File: src/rtl/tester_ctrl_if.sv
// Command/memory/transmitter bundle for tester_ctrl.
// master = environment side, slave = controller side.
interface tester_ctrl_if #(
    parameter int DATA_W = 6,
    parameter int KEY_N  = 1
);
    logic              uart_push;
    logic [7:0]        i_uart_data;
    logic [KEY_N-1:0]  key_push;
    logic              reset_push;
    logic [DATA_W-1:0] mem;
    logic              mem_wrt_rd;
    logic              tx_busy;
    logic              tx_done;
    logic              mem_wrt_en;
    logic [DATA_W-1:0] mem_out;
    logic              tx_start;
    logic              rst_fsm;
    logic              busy;
    logic              err;

    modport master (
        output uart_push, i_uart_data, key_push,
        output reset_push, mem, mem_wrt_rd,
        output tx_busy, tx_done,
        input  mem_wrt_en, mem_out, tx_start,
        input  rst_fsm, busy, err
    );

    modport slave (
        input  uart_push, i_uart_data, key_push,
        input  reset_push, mem, mem_wrt_rd,
        input  tx_busy, tx_done,
        output mem_wrt_en, mem_out, tx_start,
        output rst_fsm, busy, err
    );
endinterface

File: src/rtl/tester_ctrl.sv
// Tester controller: UART/key events -> memory write -> transmit.
// Optional watchdog enabled by defining TESTER_CTRL_TIMEOUT_EN.
module tester_ctrl #(
    parameter int DATA_W      = 6,
    parameter int KEY_N       = 1,
    parameter int TIMEOUT_CYC = 1000
) (
    input  logic         in_clk,
    input  logic         in_rst,
    tester_ctrl_if.slave bus
);
    typedef enum logic [1:0] {
        IDLE, WRITE, SEND_REQ, SEND_WAIT
    } state_t;

    state_t            state_q, state_d;
    logic [DATA_W-1:0] mem_out_q, mem_out_d;
    logic              wr_en_q, wr_en_d;
    logic              tx_start_q, tx_start_d;
    logic              rst_fsm_q, rst_fsm_d;
    logic              err_q, err_d;
    logic              busy_q;

    logic [1:0]        opcode;
    logic              key_hit;
    logic [DATA_W-1:0] key_mask;

    assign opcode = bus.i_uart_data[7:6];

    // Descending scan so the lowest set key index wins.
    always_comb begin
        key_hit  = 1'b0;
        key_mask = '0;
        for (int k = KEY_N - 1; k >= 0; k--) begin
            if (bus.key_push[k]) begin
                key_hit  = 1'b1;
                key_mask = '0;
                key_mask[DATA_W-1-k] = 1'b1;
            end
        end
    end

`ifdef TESTER_CTRL_TIMEOUT_EN
    localparam int CNT_W = $clog2(TIMEOUT_CYC + 1);
    logic [CNT_W-1:0] cnt_q, cnt_d;
    logic             tmo;

    assign tmo = (state_q != IDLE) &&
                 (cnt_q == CNT_W'(TIMEOUT_CYC - 1));
`endif

    always_comb begin
        state_d    = state_q;
        mem_out_d  = mem_out_q;
        wr_en_d    = wr_en_q;
        tx_start_d = 1'b0;
        rst_fsm_d  = 1'b0;
        err_d      = err_q;
        case (state_q)
            IDLE: begin
                if (bus.reset_push ||
                    (bus.uart_push && opcode == 2'b11)) begin
                    rst_fsm_d = 1'b1;
                    err_d     = 1'b0;
                end else if (bus.uart_push &&
                             opcode == 2'b10) begin
                    mem_out_d = bus.i_uart_data[DATA_W-1:0];
                    wr_en_d   = 1'b1;
                    state_d   = WRITE;
                end else if (bus.uart_push &&
                             opcode == 2'b01) begin
                    state_d = SEND_REQ;
                end else if (key_hit) begin
                    mem_out_d = bus.mem ^ key_mask;
                    wr_en_d   = 1'b1;
                    state_d   = WRITE;
                end
            end
            WRITE: begin
                if (bus.mem_wrt_rd) begin
                    wr_en_d = 1'b0;
                    state_d = SEND_REQ;
                end
            end
            SEND_REQ: begin
                if (!bus.tx_busy) begin
                    tx_start_d = 1'b1;
                    state_d    = SEND_WAIT;
                end
            end
            SEND_WAIT: begin
                if (bus.tx_done) begin
                    state_d = IDLE;
                end
            end
            default: state_d = IDLE;
        endcase
`ifdef TESTER_CTRL_TIMEOUT_EN
        if (tmo) begin
            err_d      = 1'b1;
            wr_en_d    = 1'b0;
            tx_start_d = 1'b0;
            state_d    = IDLE;
        end
`endif
        // A reset press outranks every in-flight transaction.
        if (state_q != IDLE && bus.reset_push) begin
            wr_en_d    = 1'b0;
            tx_start_d = 1'b0;
            rst_fsm_d  = 1'b1;
            state_d    = IDLE;
        end
    end

`ifdef TESTER_CTRL_TIMEOUT_EN
    always_comb begin
        if (state_d == IDLE || state_d != state_q) begin
            cnt_d = '0;
        end else begin
            cnt_d = cnt_q + 1'b1;
        end
    end

    always_ff @(posedge in_clk or negedge in_rst) begin
        if (!in_rst) begin
            cnt_q <= '0;
        end else begin
            cnt_q <= cnt_d;
        end
    end
`endif

    always_ff @(posedge in_clk or negedge in_rst) begin
        if (!in_rst) begin
            state_q    <= IDLE;
            mem_out_q  <= '0;
            wr_en_q    <= 1'b0;
            tx_start_q <= 1'b0;
            rst_fsm_q  <= 1'b0;
            err_q      <= 1'b0;
            busy_q     <= 1'b0;
        end else begin
            state_q    <= state_d;
            mem_out_q  <= mem_out_d;
            wr_en_q    <= wr_en_d;
            tx_start_q <= tx_start_d;
            rst_fsm_q  <= rst_fsm_d;
            err_q      <= err_d;
            busy_q     <= (state_d != IDLE);
        end
    end

    assign bus.mem_wrt_en = wr_en_q;
    assign bus.mem_out    = mem_out_q;
    assign bus.tx_start   = tx_start_q;
    assign bus.rst_fsm    = rst_fsm_q;
    assign bus.busy       = busy_q;
    assign bus.err        = err_q;
endmodule

File: src/flat_wrapper.sv
// flat-port wrapper written by rule: the top's interface ports become plain ports
module tester_ctrl_flat 
#(
    parameter int DATA_W      = 6,
    parameter int KEY_N       = 1,
    parameter int TIMEOUT_CYC = 1000
)
  (in_clk, in_rst, bus_uart_push, bus_i_uart_data, bus_key_push, bus_reset_push, bus_mem, bus_mem_wrt_rd, bus_tx_busy, bus_tx_done, bus_mem_wrt_en, bus_mem_out, bus_tx_start, bus_rst_fsm, bus_busy, bus_err);
  tester_ctrl_if #(.DATA_W(DATA_W), .KEY_N(KEY_N)) bus_i ();
  input  logic in_clk;
  input  logic in_rst;
  input wire logic [$bits(bus_i.uart_push)-1:0] bus_uart_push;
  input wire logic [$bits(bus_i.i_uart_data)-1:0] bus_i_uart_data;
  input wire logic [$bits(bus_i.key_push)-1:0] bus_key_push;
  input wire logic [$bits(bus_i.reset_push)-1:0] bus_reset_push;
  input wire logic [$bits(bus_i.mem)-1:0] bus_mem;
  input wire logic [$bits(bus_i.mem_wrt_rd)-1:0] bus_mem_wrt_rd;
  input wire logic [$bits(bus_i.tx_busy)-1:0] bus_tx_busy;
  input wire logic [$bits(bus_i.tx_done)-1:0] bus_tx_done;
  output wire logic [$bits(bus_i.mem_wrt_en)-1:0] bus_mem_wrt_en;
  output wire logic [$bits(bus_i.mem_out)-1:0] bus_mem_out;
  output wire logic [$bits(bus_i.tx_start)-1:0] bus_tx_start;
  output wire logic [$bits(bus_i.rst_fsm)-1:0] bus_rst_fsm;
  output wire logic [$bits(bus_i.busy)-1:0] bus_busy;
  output wire logic [$bits(bus_i.err)-1:0] bus_err;
  assign bus_i.uart_push = bus_uart_push;
  assign bus_i.i_uart_data = bus_i_uart_data;
  assign bus_i.key_push = bus_key_push;
  assign bus_i.reset_push = bus_reset_push;
  assign bus_i.mem = bus_mem;
  assign bus_i.mem_wrt_rd = bus_mem_wrt_rd;
  assign bus_i.tx_busy = bus_tx_busy;
  assign bus_i.tx_done = bus_tx_done;
  assign bus_mem_wrt_en = bus_i.mem_wrt_en;
  assign bus_mem_out = bus_i.mem_out;
  assign bus_tx_start = bus_i.tx_start;
  assign bus_rst_fsm = bus_i.rst_fsm;
  assign bus_busy = bus_i.busy;
  assign bus_err = bus_i.err;
  tester_ctrl #(.DATA_W(DATA_W), .KEY_N(KEY_N), .TIMEOUT_CYC(TIMEOUT_CYC)) u_core (.in_clk(in_clk), .in_rst(in_rst), .bus(bus_i));
endmodule
File: config.mk
export PLATFORM = sky130hd
export DESIGN_NAME = tester_ctrl_flat
export DESIGN_NICKNAME = d
export VERILOG_FILES = /design/src/rtl/tester_ctrl_if.sv /design/src/rtl/tester_ctrl.sv /design/src/flat_wrapper.sv
export SDC_FILE = /design/constraint.sdc
export NUM_CORES = 1
export LEC_CHECK = 0
export ABC_CLOCK_PERIOD_IN_PS = 3750
export BUFFER_PORTS_ARGS = -buffer_cell sky130_fd_sc_hd__buf_2
export CAP_MARGIN = 20
export CORE_MARGIN = 1
export CORE_UTILIZATION = 40
export DETAILED_ROUTE_END_ITERATION = 6
export GPL_ROUTABILITY_DRIVEN = 0
export PLACE_DENSITY = 0.73
export SKIP_CTS_REPAIR_TIMING = 1
export SLEW_MARGIN = 15
export SYNTH_ARGS = -nofsm -noshare
export SYNTH_HDL_FRONTEND = slang
export SYNTH_SLANG_ARGS = --single-unit
File: constraint.sdc
create_clock -name in_clk -period 3.75 [get_ports in_clk]
set_clock_uncertainty 0.1 [all_clocks]
set_input_delay 0.75 -clock in_clk [delete_from_list [all_inputs] [get_ports in_clk]]
set_output_delay 0.75 -clock in_clk [all_outputs]
set_load 0.01 [all_outputs]
==> results of run 1 <==
## logic make-up (layout without fill, tap and decap cells)
family,after synthesis,after routing,synth area share [%]
compound gates,22,22,27.7
buf+inv,3,36,2.70
flops,12,12,49.9
mux,1,1,1.66
other cells,1,1,0.623
simple gates,20,20,17.5
## layer usage
metal	routed length (um)	vias to the layer above	GRT usage, %
met5	0	-	0
li1	-	279	-
met3	89	0	8.15
met4	0	0	7.50
met1	576	250	23.2
met2	653	19	31.6
## cell type report
class	count	area [um2]	area share, %
well taps	15	18.8	2.35
repair buffers	31	155	19.4
inverters	1	3.75	0.469
flip-flops and latches	12	300	37.6
clock buffers	4	36.3	4.54
multi-input cells	44	285	35.7
## metrics by stage
stage	setup WS, ps	util, %	instances	hold slack [ps]
after floorplan	1930	-	59	354
after global placement	1690	56.5	103	362
after detailed placement	1680	56.5	103	366
after CTS	1960	59.2	107	243
after global routing	1910	59.2	107	246
final	1950	59.2	107	240
## flip-flops by register name, summed over array words and instances (netlist names)
signal / flops
u_core.state_q: 2
u_core.bus.mem_wrt_en: 1
u_core.bus.busy: 1
u_core.bus.rst_fsm: 1
u_core.bus.mem_out: 6
u_core.bus.tx_start: 1
## worst reg2reg max path, stage by stage (launching register included)
cell	delay, ps
dfrtp_1	450
a2111o_1	470
o21bai_4	260
a21oi_4	140
o21bai_1	110
## power by group through the flow
stage          sequential, uW  combinational, uW  clock [uW]
4_1_cts                   216                188         105
2_1_floorplan             237               88.6           0
3_5_place_dp              218                187           0
5_1_grt                   224                210         113
3_3_place_gp              218                183           0
6_report                  216                185         101
## cell usage in the layout, fill, tap and decap left out, drive strengths merged
cell    netlist  routed
buf           2      31
dfrtp        12      12
nand2         9       9
o21ai         8       8
a22oi         6       6
clkbuf        0       4
a21oi         3       3
nor2          2       2
nand2b        2       2
o21bai        2       2
and3b         1       1
a2111o        1       1
mux2i         1       1
nor3b         1       1
nor2b         1       1
nand3         1       1
a41o          1       1
nor4b         1       1
and2b         1       1
inv           1       1
a211oi        1       1
nand3b        1       1
conb          1       1
## how the worst max path moves through the flow
stage                                       end          startpoint  slack [ps]  depth (start not counted)
after floorplan                 u_core.bus.busy  bus_i_uart_data[6]        1930                          4
after global routing            u_core.bus.busy      bus_reset_push        1910                          5
after CTS                       u_core.bus.busy      bus_reset_push        1960                          5
final                     u_core.bus.mem_out[1]  bus_i_uart_data[6]        1950                          5
after detailed placement        u_core.bus.busy      bus_reset_push        1680                          5
after global placement          u_core.bus.busy      bus_reset_push        1690                          5
==> impl_metrics.csv, run 1 <==
group,metric,value,unit
outcome,status,"complete, no violations",
grt,grt_pass1_wl,2080,um
synth,avgSynthCellArea,10.2,um2
synth,synth_cell_types,25,
floorplanning,ios,33,
grt,antenna_found_initial,0,
critical_path,critPathSlowestCell,"and3b_1",
floorplanning,core,1350,um2
power,p_switching,177,uW
cells_and_area,fin_area,800,um2
placement,dp_hpwl,999,um
routing,drc,0,
critical_path,crit_fanout,8,
critical_path,crit_chain,"buf_2, and3b_1, and2b_1, a22oi_1, o21ai_0",
grt,grt_use_total,19.8,%
cells_and_area,fin_nets,115,
routing,postRouteAntennaNets,0,
synth,yosysMostFrequentCell,"dfrtp_1",
critical_path,rr_worst_depth,4,
power,pwr-share-clk,20.2,%
routing,vias,548,
synth,async_reset_ff_share,100,%
routing,drt_pass1_iterations,4,
critical_path,required,3790,ps
placement,numPortBuffers,31,
timing,drv_slew,0,
critical_path,cp-end-kind,"flop",
critical_path,critical_path.startpoint_type,"input pin",
critical_path,crit_buf_inv,1,
clock_tree,clkSinkCount,12,
grt,grt_max_degree,13,
synth,synth_common_cells,"12 x dfrtp_1, 9 x nand2_1, 8 x o21ai_0",
timing,finalHoldViolations,0,
clock_tree,clk_latency,270,ps
clock_tree,clock_path_buffers,2,
synth,synth_seq_area_share,49.9,%
critical_path,worstReg2RegEnd,"u_core.bus.busy",
worst_hold_path,hold_path.class,"in2async",
timing,min_period,1800,ps
synth,yosysTopAreaCell,"dfrtp_1",
power,peakVddDrop,0.343,mV
power,pwr-share-seq,43.0,%
routing,routed_wl,1320,um
power,p_leak,0.000408,uW
cells_and_area,syn_to_final_growth,32.8,%
floorplanning,die_area,1660,um2
routing,drt_iter0_drc,20,
power,internal_power,326,uW
critical_path,reg2reg_slack,2150,ps
floorplanning,die_y,40.8,um
synth,synth_ff_type,"dfrtp_1",
synth,synth_top_area_share,49.9,%
power,p_total,503,uW
synth,synth_area,602,um2
critical_path,cpPeakStageDelay,410,ps
grt,grt_pass1_vias,484,
critical_path,path_delay_family,"simple AND/OR/NAND/NOR gates",
power,p_sw_share,35.2,%
cells_and_area,antenna_cells,0,
floorplanning,rows,13,
synth,synth_seq_cells,12,
clock_tree,cts_root_buffer,"clkbuf_4",
synth,yosysWarnings,0,
flow_run,cap_violations,0,
routing,vias_per_cell,5.12,
critical_path,r2r-start,"u_core.state_q[1]",
synth,syn-num-nets,81,
timing,fin_crit_sh,47.9,%
critical_path,path_class,"in2reg",
power,power.density,629,nW/um2
timing,setup_violations,0,
timing,fin_setup_tns,0,ps
grt,grt.overflow.total,0,
synth,synthCells,59,
synth,synth_edf_count,0,
floorplanning,start_util,44.6,%
floorplanning,chipWidth,40.8,um
synth,netlist_top_cells_area,"dfrtp_1 50%, a22oi_1 7.5%, o21ai_0 6.7%",
routing,wl_per_cell,12.3,um
timing,fmax,556,MHz
clock_tree,htree_levels,1,
timing,rsz0062_at_grt,"no",
critical_path,critical_path_arrival,1840,ps
clock_tree,cts_tree,"done",
placement,placed_area,763,um2
power,comb_power_share,36.8,%
cells_and_area,n_fill_cell,134,
clock_tree,clk_pin_slew_worst_paths,80,ps
clock_tree,cts_buffers,3,
cells_and_area,drive_gt1_share,40.2,%
Power figures use the tool's default switching activity.
==> run 2: changes to the inputs <==
--- a/config.mk
+++ b/config.mk
@@ -5,11 +5,11 @@
 export SDC_FILE = /design/constraint.sdc
 export NUM_CORES = 1
 export LEC_CHECK = 0
-export ABC_CLOCK_PERIOD_IN_PS = 3750
+export ABC_CLOCK_PERIOD_IN_PS = 1600
 export BUFFER_PORTS_ARGS = -buffer_cell sky130_fd_sc_hd__buf_2
 export CAP_MARGIN = 20
 export CORE_MARGIN = 1
-export CORE_UTILIZATION = 40
+export CORE_UTILIZATION = 38
 export DETAILED_ROUTE_END_ITERATION = 6
 export GPL_ROUTABILITY_DRIVEN = 0
 export PLACE_DENSITY = 0.73
==> constraint.sdc (replaced) <==
create_clock -name in_clk -period 1.6 [get_ports in_clk]
set_clock_uncertainty 0.1 [all_clocks]
set_input_delay 0.32 -clock in_clk [delete_from_list [all_inputs] [get_ports in_clk]]
set_output_delay 0.32 -clock in_clk [all_outputs]
set_load 0.01 [all_outputs]
==> run 2 against run 1 <==
Against the previous run: routed wire length rose by 3.6%; via count rose by 6.4%; core utilization rose by 1.5 points; global-route usage fell by 2.3 points; die area rose by 5.0%; critical path depth fell by 1; sequential power rose by 130%; critical path type is now reg2reg; largest cell class unchanged; largest power group unchanged.
==> impl_metrics.csv, run 2 (synthesis results as in run 1) <==
group,metric,value,unit
timing,min_period,1420,ps
power,p_leak,0.000432,uW
timing,rsz0062_at_grt,"no",
cells_and_area,fin_nets,120,
timing,setup_violations,0,
cells_and_area,layout_commonest_cell,"buf_2",
grt,antenna_found_initial,0,
timing,fin_crit_sh,89.0,%
floorplanning,rows,13,
grt,grt_pass1_vias,552,
critical_path,required,1690,ps
routing,wl_per_cell,12.2,um
worst_hold_path,hold_end,"u_core.bus.tx_start",
worst_hold_path,worstHoldStart,"bus_tx_busy",
floorplanning,core,1380,um2
worst_hold_path,hold_path.class,"in2reg",
critical_path,path_class,"reg2reg",
grt,grt_max_degree,13,
critical_path,rr_worst_depth,4,
grt,grt_pass1_wl,2290,um
cells_and_area,antenna_cells,0,
cells_and_area,final_cell_mix,"31 x buf_2, 12 x dfrtp_1, 9 x nand2_1",
clock_tree,htree_levels,1,
routing,routed_wl,1370,um
grt,grt.overflow.total,0,
critical_path,worstReg2RegEnd,"u_core.bus.busy",
placement,dp_hpwl,1060,um
grt,grt_use_total,17.4,%
routing,drc,0,
floorplanning,chipWidth,41.8,um
critical_path,crit_fanout,7,
clock_tree,clk_latency,260,ps
placement,numPortBuffers,31,
clock_tree,clk_pin_slew_worst_paths,70,ps
cells_and_area,n_fill_cell,126,
clock_tree,cts_root_buffer,"clkbuf_4",
cells_and_area,largest_reg_flops,6,
power,peakVddDrop,0.813,mV
critical_path,cp-end-kind,"flop",
clock_tree,cts_buffers,3,
clock_tree,clock_path_buffers,2,
routing,drt_iter0_drc,9,
clock_tree,cts_tree,"done",
timing,drv_slew,0,
floorplanning,start_util,43.5,%
cells_and_area,syn_to_final_growth,39.5,%
cells_and_area,multiInputGateArea,285,um2
cells_and_area,drive_gt1_share,42.3,%
routing,drt_pass1_iterations,4,
flow_run,cap_violations,0,
clock_tree,clkSinkCount,12,
cells_and_area,register_area,300,um2
floorplanning,ios,33,
timing,fmax,703,MHz
routing,vias,583,
timing,finalHoldViolations,0,
routing,postRouteAntennaNets,0,
power,power.density,1440,nW/um2
critical_path,reg2reg_slack,180,ps
floorplanning,die_y,41.8,um
worst_hold_path,hold_depth,2,
critical_path,r2r-start,"u_core.state_q[0]",
routing,vias_per_cell,5.21,
critical_path,critical_path.startpoint_type,"flop",
critical_path,critical_path_arrival,1520,ps
timing,fin_setup_tns,0,ps
outcome,status,"complete, no violations",
floorplanning,die_area,1750,um2
power,p_total,1210,uW
## run 2: changes by cell type in the layout (fill, tap and decap cells not counted)
cell           change
dlygate4sd3_1      +1
buf_4              +4
## run 2: cell type report
cell class                      count  area share, %
Sequential cell                    12           35.8
Timing Repair Buffer               36           23.2
Inverter                            1          0.447
Multi-Input combinational cell     44           34.0
Clock buffer                        4           4.32
Tap cell                           15           2.24
## run 2: routing by layer
metal | GRT usage [%] | routed length (um)
met1 | 19.1 | 644
met2 | 30.3 | 645
met3 | 8.26 | 67
met4 | 3.87 | 10
met5 | 0 | 0
## run 2: worst max-delay path, stage by stage (launching register included)
cell	delay, ps
dfrtp_1	440
a2111o_1	330
o21bai_4	230
a21oi_4	140
o21bai_1	110
## run 2: worst max path at each step
stage	startpoint	depth (start not counted)	end	slack (ps)
after floorplan	u_core.state_q[1]	4	u_core.bus.busy	160
after global placement	bus_i_uart_data[6]	5	u_core.bus.busy	110
after detailed placement	bus_i_uart_data[6]	5	u_core.bus.busy	60
after CTS	u_core.state_q[0]	4	u_core.bus.busy	170
after global routing	u_core.state_q[0]	4	u_core.bus.busy	100
final	u_core.state_q[0]	4	u_core.bus.busy	180
## run 2: stage by stage
step	hold slack, ps	util [%]	instances	setup slack [ps]	cell area (um2)
2_1_floorplan	-75.6	-	59	161	602
3_3_place_gp	111	57.4	107	111	793
3_5_place_dp	111	57.4	107	56.8	793
4_1_cts	-186	60.0	111	171	830
5_1_grt	96.6	60.7	112	98.1	840
6_report	123	60.7	112	177	840
## run 2: where the power goes
part	total (uW)	internal (uW)	switching (uW)	leakage (uW)
registers	497	426	71.1	0.000150
clock network	235	138	96.6	0.0000210
logic	475	222	253	0.000260
total	1210	786	421	0.000432
